--- src/rtl/led_pattern_if.sv ---
// Switch/duty inputs and LED/blink outputs of led_pattern_ctrl, grouped as one bundle.
// No handshake: every signal is level-sampled on each clock edge.
interface led_pattern_if #(
    parameter int NUM_LED  = 4,
    parameter int PWM_BITS = 4
);
    logic [2*NUM_LED-1:0] s;
    logic [PWM_BITS-1:0]  duty;
    logic [NUM_LED-1:0]   led;
    logic                 blink_phase;

    modport master (output s, output duty, input led, input blink_phase);
    modport slave  (input s, input duty, output led, output blink_phase);
endinterface

--- src/rtl/led_pattern_ctrl.sv ---
// Multi-channel LED driver: synchronised, debounced 2-bit mode per channel selecting off/on/blink/PWM.
// Optional macro PHASE_STAGGER_EN inverts the blink phase on odd-indexed channels.
module led_pattern_ctrl #(
    parameter int NUM_LED         = 4,
    parameter int BLINK_DIV       = 5000000,
    parameter int DEBOUNCE_CYCLES = 240000,
    parameter int PWM_BITS        = 4
) (
    input  logic         clk,
    input  logic         reset,
    led_pattern_if.slave bus
);
    localparam int DBW = $clog2(DEBOUNCE_CYCLES);
    localparam int BW  = (BLINK_DIV > 1) ? $clog2(BLINK_DIV) : 1;
    localparam logic [DBW-1:0] DB_LAST    = DBW'(DEBOUNCE_CYCLES - 1);
    localparam logic [BW-1:0]  BLINK_LAST = BW'(BLINK_DIV - 1);

    logic [2*NUM_LED-1:0] sync1;
    logic [2*NUM_LED-1:0] s_sync;
    logic [1:0]           mode_q [NUM_LED];
    logic [DBW-1:0]       db_cnt [NUM_LED];
    logic [BW-1:0]        blink_cnt;
    logic                 blink_phase_q;
    logic [PWM_BITS-1:0]  pwm_cnt;
    logic [PWM_BITS-1:0]  duty_q;
    logic                 pwm_on;
    logic [NUM_LED-1:0]   led_d;
    logic [NUM_LED-1:0]   led_q;

    // Stability is judged against the stage behind s_sync, so the cycle a new
    // value lands in s_sync already counts toward the window: 2 + D + 1 edges end to end.
    always_ff @(posedge clk) begin
        if (reset) begin
            sync1  <= '0;
            s_sync <= '0;
            for (int i = 0; i < NUM_LED; i++) begin
                mode_q[i] <= 2'b00;
                db_cnt[i] <= '0;
            end
        end else begin
            sync1  <= bus.s;
            s_sync <= sync1;
            for (int i = 0; i < NUM_LED; i++) begin
                if ((s_sync[2*i +: 2] == mode_q[i]) || (s_sync[2*i +: 2] != sync1[2*i +: 2])) begin
                    db_cnt[i] <= '0;
                end else if (db_cnt[i] == DB_LAST) begin
                    mode_q[i] <= s_sync[2*i +: 2];
                    db_cnt[i] <= '0;
                end else begin
                    db_cnt[i] <= db_cnt[i] + DBW'(1);
                end
            end
        end
    end

    // Free-running prescaler shared by all channels keeps blinkers in phase.
    always_ff @(posedge clk) begin
        if (reset) begin
            blink_cnt     <= '0;
            blink_phase_q <= 1'b0;
        end else if (blink_cnt == BLINK_LAST) begin
            blink_cnt     <= '0;
            blink_phase_q <= ~blink_phase_q;
        end else begin
            blink_cnt <= blink_cnt + BW'(1);
        end
    end

    // Duty is captured only at the period boundary so a period is never split.
    always_ff @(posedge clk) begin
        if (reset) begin
            pwm_cnt <= '0;
            duty_q  <= '0;
        end else begin
            pwm_cnt <= pwm_cnt + PWM_BITS'(1);
            if (pwm_cnt == {PWM_BITS{1'b1}}) begin
                duty_q <= bus.duty;
            end
        end
    end

    assign pwm_on = (pwm_cnt < duty_q);

    always_comb begin
        led_d = '0;
        for (int i = 0; i < NUM_LED; i++) begin
            case (mode_q[i])
                2'b00: led_d[i] = 1'b0;
                2'b01: led_d[i] = 1'b1;
`ifdef PHASE_STAGGER_EN
                2'b10: led_d[i] = ((i % 2) != 0) ? ~blink_phase_q : blink_phase_q;
`else
                2'b10: led_d[i] = blink_phase_q;
`endif
                default: led_d[i] = pwm_on;
            endcase
        end
    end

    always_ff @(posedge clk) begin
        if (reset) begin
            led_q <= '0;
        end else begin
            led_q <= led_d;
        end
    end

    assign bus.led         = led_q;
    assign bus.blink_phase = blink_phase_q;
endmodule

--- src/flat_wrapper.sv ---
// flat-port wrapper written by rule: the top's interface ports become plain ports
module led_pattern_ctrl_flat 
#(
    parameter int NUM_LED         = 4,
    parameter int BLINK_DIV       = 5000000,
    parameter int DEBOUNCE_CYCLES = 240000,
    parameter int PWM_BITS        = 4
)
  (clk, reset, bus_s, bus_duty, bus_led, bus_blink_phase);
  led_pattern_if #(.NUM_LED(NUM_LED), .PWM_BITS(PWM_BITS)) bus_i ();
  input  logic clk;
  input  logic reset;
  input wire logic [$bits(bus_i.s)-1:0] bus_s;
  input wire logic [$bits(bus_i.duty)-1:0] bus_duty;
  output wire logic [$bits(bus_i.led)-1:0] bus_led;
  output wire logic [$bits(bus_i.blink_phase)-1:0] bus_blink_phase;
  assign bus_i.s = bus_s;
  assign bus_i.duty = bus_duty;
  assign bus_led = bus_i.led;
  assign bus_blink_phase = bus_i.blink_phase;
  led_pattern_ctrl #(.NUM_LED(NUM_LED), .BLINK_DIV(BLINK_DIV), .DEBOUNCE_CYCLES(DEBOUNCE_CYCLES), .PWM_BITS(PWM_BITS)) u_core (.clk(clk), .reset(reset), .bus(bus_i));
endmodule
--- config.mk ---
export PLATFORM = sky130hd
export DESIGN_NAME = led_pattern_ctrl_flat
export DESIGN_NICKNAME = d
export VERILOG_FILES = /design/src/rtl/led_pattern_if.sv /design/src/rtl/led_pattern_ctrl.sv /design/src/flat_wrapper.sv
export SDC_FILE = /design/constraint.sdc
export NUM_CORES = 1
export LEC_CHECK = 0
export BUFFER_PORTS_ARGS = -buffer_cell sky130_fd_sc_hd__buf_2
export CORE_UTILIZATION = 62
export DETAILED_ROUTE_END_ITERATION = 12
export PLACE_DENSITY = 0.83
export SETUP_SLACK_MARGIN = 0.05
export SLEW_MARGIN = 10
export SYNTH_ARGS = -nofsm -noshare
export SYNTH_HDL_FRONTEND = slang
export SYNTH_SLANG_ARGS = --single-unit
export TNS_END_PERCENT = 1
--- constraint.sdc ---
create_clock -name clk -period 3.07 [get_ports clk]
set_clock_uncertainty 0.15 [all_clocks]
set_input_delay 0.307 -clock clk [delete_from_list [all_inputs] [get_ports clk]]
set_output_delay 0.307 -clock clk [all_outputs]
set_load 0.02 [all_outputs]
==> results of run 1 <==
[flip-flops by register name, summed over array words and instances, names as in the netlist]
register / count
u_core.blink_cnt: 23
u_core.bus.blink_phase: 1
u_core.bus.led: 4
u_core.db_cnt: 72
u_core.duty_q: 4
u_core.mode_q: 8
u_core.pwm_cnt: 4
u_core.s_sync: 8
u_core.sync1: 8
[critical path, stage by stage, from the launching register on]
cell      delay (ns)
edfxtp_1        0.38
ha_1            0.26
and4_1          0.26
nand3_1         0.18
o31ai_2         0.97
nor2_1          0.13
[cells in the final DEF (no fill, tap or decap), types with 3 or more instances in the layout]
| cell | count |
|---|---|
| nor2_1 | 90 |
| edfxtp_1 | 80 |
| conb_1 | 72 |
| dfxtp_1 | 52 |
| xnor2_1 | 43 |
| xor2_1 | 39 |
| nand3_1 | 36 |
| nand2_1 | 32 |
| a21oi_1 | 26 |
| inv_1 | 25 |
| nand4_1 | 25 |
| clkbuf_16 | 19 |
| buf_2 | 18 |
| nor3_1 | 17 |
| nor2b_1 | 17 |
| or4_1 | 15 |
| or3_1 | 14 |
| o31ai_1 | 14 |
| nor4_1 | 13 |
| dlygate4sd3_1 | 12 |
| o21ai_0 | 11 |
| and2_1 | 9 |
| ha_1 | 9 |
| and4_1 | 7 |
| and3_1 | 7 |
| clkbuf_1 | 6 |
| nor4b_1 | 5 |
| clkbuf_8 | 5 |
| a211oi_1 | 4 |
| a2111oi_0 | 4 |
| nand3b_1 | 4 |
| mux2i_1 | 4 |
| buf_4 | 4 |
| a21o_1 | 3 |
| a31o_2 | 3 |
[how the worst min path moves through the flow]
stage | startpoint | end | cells after the start
floorplan | u_core.blink_cnt[0] | u_core.blink_cnt[0] | 1
global placement | u_core.blink_cnt[0] | u_core.blink_cnt[0] | 1
detailed placement | u_core.pwm_cnt[0] | u_core.pwm_cnt[0] | 1
CTS | reset | u_core.s_sync[2] | 2
global route | reset | u_core.s_sync[2] | 2
finish | reset | u_core.sync1[0] | 2
[kinds of logic after synthesis]
kind of cell	Yosys count	synth area share
xor gates and xnor gates	82	0.110
muxes	4	0.00611
and+or+nand+nor	300	0.244
DFF	132	0.525
other	1	0.000572
AOI/OAI and AO/OA	71	0.0712
adders and majority gates	9	0.0172
buffers and inverters	41	0.0254
[power breakdown]
group | internal, mW | switching, mW
Sequential | 1.96 | 0.0826
Clock | 1.22 | 0.700
Combinational | 0.102 | 0.135
[area by class of cell]
cell class / count / area (sq um) / share of cell area
Clock buffer: 30 / 567 / 0.0733
Clock inverter: 2 / 10.0 / 0.00129
Inverter: 25 / 93.8 / 0.0121
Multi-Input combinational cell: 538 / 3210 / 0.415
Sequential cell: 132 / 3440 / 0.445
Tap cell: 136 / 170 / 0.0220
Timing Repair Buffer: 34 / 240 / 0.0311
[routing by layer]
| metal | track usage | up-vias | part of all wire |
|---|---|---|---|
| li1 | - | 2469 | - |
| met1 | 0.294 | 2340 | 0.44 |
| met2 | 0.414 | 137 | 0.50 |
| met3 | 0.0699 | 24 | 0.046 |
| met4 | 0.0915 | 0 | 0.016 |
| met5 | 0 | - | 0 |
[through the flow]
step | utilization | instances
4_1_cts | 0.752 | 897
3_5_place_dp | 0.685 | 853
2_1_floorplan | - | 711
6_report | 0.752 | 897
5_1_grt | 0.752 | 897
3_3_place_gp | 0.685 | 853
==> flow_summary.json, run 1 <==
{
  "status": "finished clean",
  "r2r_slack_ns": 0.45,
  "fin_area_sq_um": 7730,
  "synth_edf_count": 80,
  "critPathArrivalTime_ns": 2.70,
  "grt-ovfl-total": 0,
  "nNetsFinal": 771,
  "syn_area_sq_um": 6550,
  "antenna_found_initial": 0,
  "final.setup.tns_ns": 0,
  "area_growth_pct": 18.0,
  "fill_cells": 665,
  "worstMarginPinSlew_ns": 1.21,
  "dp_slack_ns": 0.484,
  "hp-class": "input pin to flop",
  "h-tree-depth": 4,
  "wl_per_cell_um": 13.8,
  "startpoint_type": "flop",
  "fp.dieArea_sq_um": 11000,
  "power.total_mw": 4.21,
  "fmax_mhz": 381,
  "p_per_area_nw_per_um2": 544,
  "die_w_um": 105,
  "grt_max_degree": 29,
  "placed_area_sq_um": 7040,
  "vias_per_cell": 5.54,
  "setup_slack_ns": 0.448,
  "finalWeightedCongestion": 0.840,
  "syn_inst": 640,
  "drv_cap": 0,
  "yosys_register_bits": 132,
  "path_class": "flop to flop",
  "end_kind": "flop",
  "dp_hpwl_um": 8480,
  "grt_pass1_wl_um": 21400,
  "drive_gt1_frac": 0.0775,
  "worst_r2r_startpoint": "u_core.db_cnt[1][0]",
  "syn_avg_cell_area_sq_um": 10.2,
  "fin_crit_ns": 2.62,
  "start_util": 0.638,
  "relSlewSlack": 0.190,
  "cts_tree": "yes",
  "synth_most_common_cell": "nor2_1",
  "setup_viol": 0,
  "crit_start": "u_core.db_cnt[1][0]",
  "cp.required_ns": 3.15,
  "hold_slack_ns": 0.0980,
  "synth_common_cells": "nor2_1, edfxtp_1, dfxtp_1",
  "synth_ff_type": "edfxtp_1",
  "yosysSeqAreaShare": 0.525,
  "crit_end": "u_core.db_cnt[1][12]",
  "ctsHoldBuffers": 12,
  "clock_sinks": 132,
  "rows": 37,
  "synth_area_leaders": "edfxtp_1, dfxtp_1, xnor2_1",
  "grt_use_total": 0.244,
  "port-buffer-count": 18,
  "drcViolationCount": 0,
  "clkTransAtPathRegs_ns": 0.06,
  "cts_resized": 0,
  "rsz0062_at_grt": "false",
  "p_leak_nw": 2.77,
  "n_antenna_cell": 0,
  "routed_wl_um": 12400,
  "synthArstFlopShare": 0,
  "r2r_cells": 5,
  "ios": 19,
  "synth_area_leader_cell": "edfxtp_1",
  "worstSkewPairLatency_ns": 0.53,
  "crit_fanout": 18,
  "first_global_vias": 4907,
  "peakVddDrop_mv": 0.481,
  "drv_slew": 0,
  "synth_top_area_share": 0.367,
  "cts_setup_buffers": 0,
  "ant_nets": 0,
  "dr.pass1.iters": 7,
  "core_region_area_sq_um": 10300,
  "vias": 4970,
  "fin_crit_sh": 0.854,
  "cts-buffers-inserted": 17,
  "r2r-end": "u_core.db_cnt[1][12]",
  "clockRootBuffer": "clkbuf_8",
  "die_h_um": 105,
  "synth_cell_types": 44,
  "hold_viol_final": 0,
  "initialDrtViolationCount": 285,
  "cts_buffer_depth": 2,
  "synth_warnings": 0
}
(Power assumes the default switching activity.)
==> run 2, diff against run 1 <==
Settings changed: CORE_MARGIN set to 8, CORE_UTILIZATION 62 to 50, PLACE_DENSITY 0.83 to 0.7, REMOVE_ABC_BUFFERS set to 1.
==> flow_summary.json, run 2 (synthesized netlist as in run 1, its figures left out) <==
{
  "drv_slew": 0,
  "grt_use_met1": 0.185,
  "grt_use_total": 0.156,
  "internal_power_mw": 3.27,
  "drive_gt1_frac": 0.0803,
  "cts-buffers-inserted": 17,
  "setup_viol": 0,
  "rsz0062_at_grt": "false",
  "ios": 19,
  "cts_setup_buffers": 0,
  "drv_cap": 0,
  "start_util": 0.503,
  "grt_max_degree": 23,
  "placed_area_sq_um": 7090,
  "hold_slack_ns": 0.0184,
  "clockPowerShare": 0.455,
  "status": "finished clean",
  "grt_use_met3": 0.0446,
  "hold_path.startpoint": "bus_duty[2]",
  "reg.largest.list": "u_core.db_cnt: 72 flops, u_core.blink_cnt: 23 flops",
  "relSlewSlack": 0.189,
  "cts_tree": "yes",
  "layout_common_cells": "nor2_1, edfxtp_1, conb_1",
  "antenna_found_initial": 0,
  "die_h_um": 130,
  "worstMarginPinSlew_ns": 1.21,
  "r2r_cells": 5,
  "setup_slack_ns": 0.442,
  "min_path_cells": 3,
  "cp_top_family": "compound AO/OA/AOI/OAI gates",
  "end_kind": "flop",
  "area_growth_pct": 18.6,
  "fin_util": 0.596,
  "ant_nets": 0,
  "vias_per_cell": 5.31,
  "dp_slack_ns": 0.445,
  "p_leak_nw": 2.77,
  "wl_per_cell_um": 13.1,
  "critPathArrivalTime_ns": 2.59,
  "p_per_area_nw_per_um2": 537,
  "worstSkewPairLatency_ns": 0.41,
  "n_antenna_cell": 0,
  "cts_buffer_depth": 2,
  "drcViolationCount": 0,
  "p_seq_frac": 0.490,
  "peakVddDrop_mv": 0.530,
  "cp.required_ns": 3.03,
  "grt_pass1_wl_um": 21200,
  "clock_sinks": 132,
  "worst_r2r_startpoint": "u_core.db_cnt[1][0]",
  "rows": 42,
  "largest_reg_flops": 72,
  "cp_cell_sequence": "ha_1 -> and4_1 -> nand3_1 -> o31ai_2 -> nor2_1",
  "use_met2": 0.261,
  "slowest_delay_ns": 1.00,
  "port-buffer-count": 18,
  "routed_wl_um": 12300,
  "r2r_slack_ns": 0.44,
  "grt.busiest_layer": "met2",
  "p_sw_mw": 0.904,
  "hp-class": "input pin to flop",
  "fin_crit_sh": 0.856,
  "die_w_um": 130,
  "r2r-end": "u_core.db_cnt[1][7]",
  "regMostFlops": "u_core.db_cnt",
  "grt-ovfl-total": 0,
  "first_global_vias": 4774,
  "vias": 4973,
  "min_to": "u_core.duty_q[2]",
  "p_sw_frac": 0.216,
  "finalWeightedCongestion": 0.834,
  "crit_buf_inv": 0,
  "dp_hpwl_um": 8690,
  "clkTransAtPathRegs_ns": 0.05,
  "fin_crit_ns": 2.63,
  "fmax_mhz": 381,
  "cp_slowest_cell": "o31ai_2",
  "fp.dieArea_sq_um": 17000,
  "startpoint_type": "flop",
  "final.setup.tns_ns": 0,
  "initialDrtViolationCount": 330,
  "nNetsFinal": 770,
  "h-tree-depth": 4,
  "core_region_area_sq_um": 13000,
  "path_class": "flop to flop",
  "power_frac_comb": 0.056,
  "clockRootBuffer": "clkbuf_16",
  "fin_area_sq_um": 7770,
  "crit_fanout": 18,
  "dr.pass1.iters": 5,
  "layout_commonest_cell": "nor2_1",
  "hold_viol_final": 0
}
run 2: worst max path at each step:
| stage | from | endpoint | slack (ns) | depth (start not counted) |
|---|---|---|---|---|
| 2_1_floorplan | u_core.db_cnt[0][0] | u_core.db_cnt[0][10] | 0.83 | 5 |
| 3_3_place_gp | u_core.db_cnt[1][0] | u_core.db_cnt[1][15] | 0.54 | 5 |
| 3_5_place_dp | u_core.db_cnt[1][0] | u_core.db_cnt[1][2] | 0.44 | 5 |
| 4_1_cts | u_core.db_cnt[1][0] | u_core.db_cnt[1][2] | 0.44 | 5 |
| 5_1_grt | u_core.db_cnt[1][0] | u_core.db_cnt[1][2] | 0.25 | 5 |
| 6_report | u_core.db_cnt[1][0] | u_core.db_cnt[1][7] | 0.44 | 5 |
run 2: worst reg2reg max path: cells and delay by family, from the launching register on:
family	cells	cell delay [ns]
AND/OR/NAND/NOR	3	0.57
AO/OA/AOI/OAI	1	1.00
adder cells (fa/ha/maj)	1	0.24
flip-flops	1	0.37
run 2: power groups by stage:
stage / clock network, mW / registers, mW / logic (mW)
6_report: 1.90 / 2.04 / 0.233
5_1_grt: 2.00 / 2.06 / 0.266
4_1_cts: 1.94 / 2.04 / 0.231
3_5_place_dp: 0 / 2.08 / 0.219
3_3_place_gp: 0 / 2.07 / 0.211
2_1_floorplan: 0 / 2.06 / 0.159
run 2: through the flow:
stage	power, mW	instances
after floorplan	2.22	695
after global placement	2.29	894
after detailed placement	2.30	894
after CTS	4.21	936
after global routing	4.32	936
final	4.17	936
run 2: repair_timing:
| action | in CTS | in global routing |
|---|---|---|
| hold endpoints to repair | 10 | 0 |
| hold buffers | 10 | 0 |
| resized for setup | 0 | 0 |
run 2: area by class of cell:
class,count,area [sq um]
tap,176,220
multi-input combinational,538,3220
timing repair buffer,33,228
inverter,25,93.8
sequential,132,3440
fill,1165,5260
clock buffer,29,552
clock inverter,3,15.0
run 2: routing by layer:
layer | up-vias | share of wire
met5 | - | 0
met4 | 0 | 0.014
met3 | 21 | 0.043
met2 | 112 | 0.49
met1 | 2362 | 0.46
li1 | 2478 | -
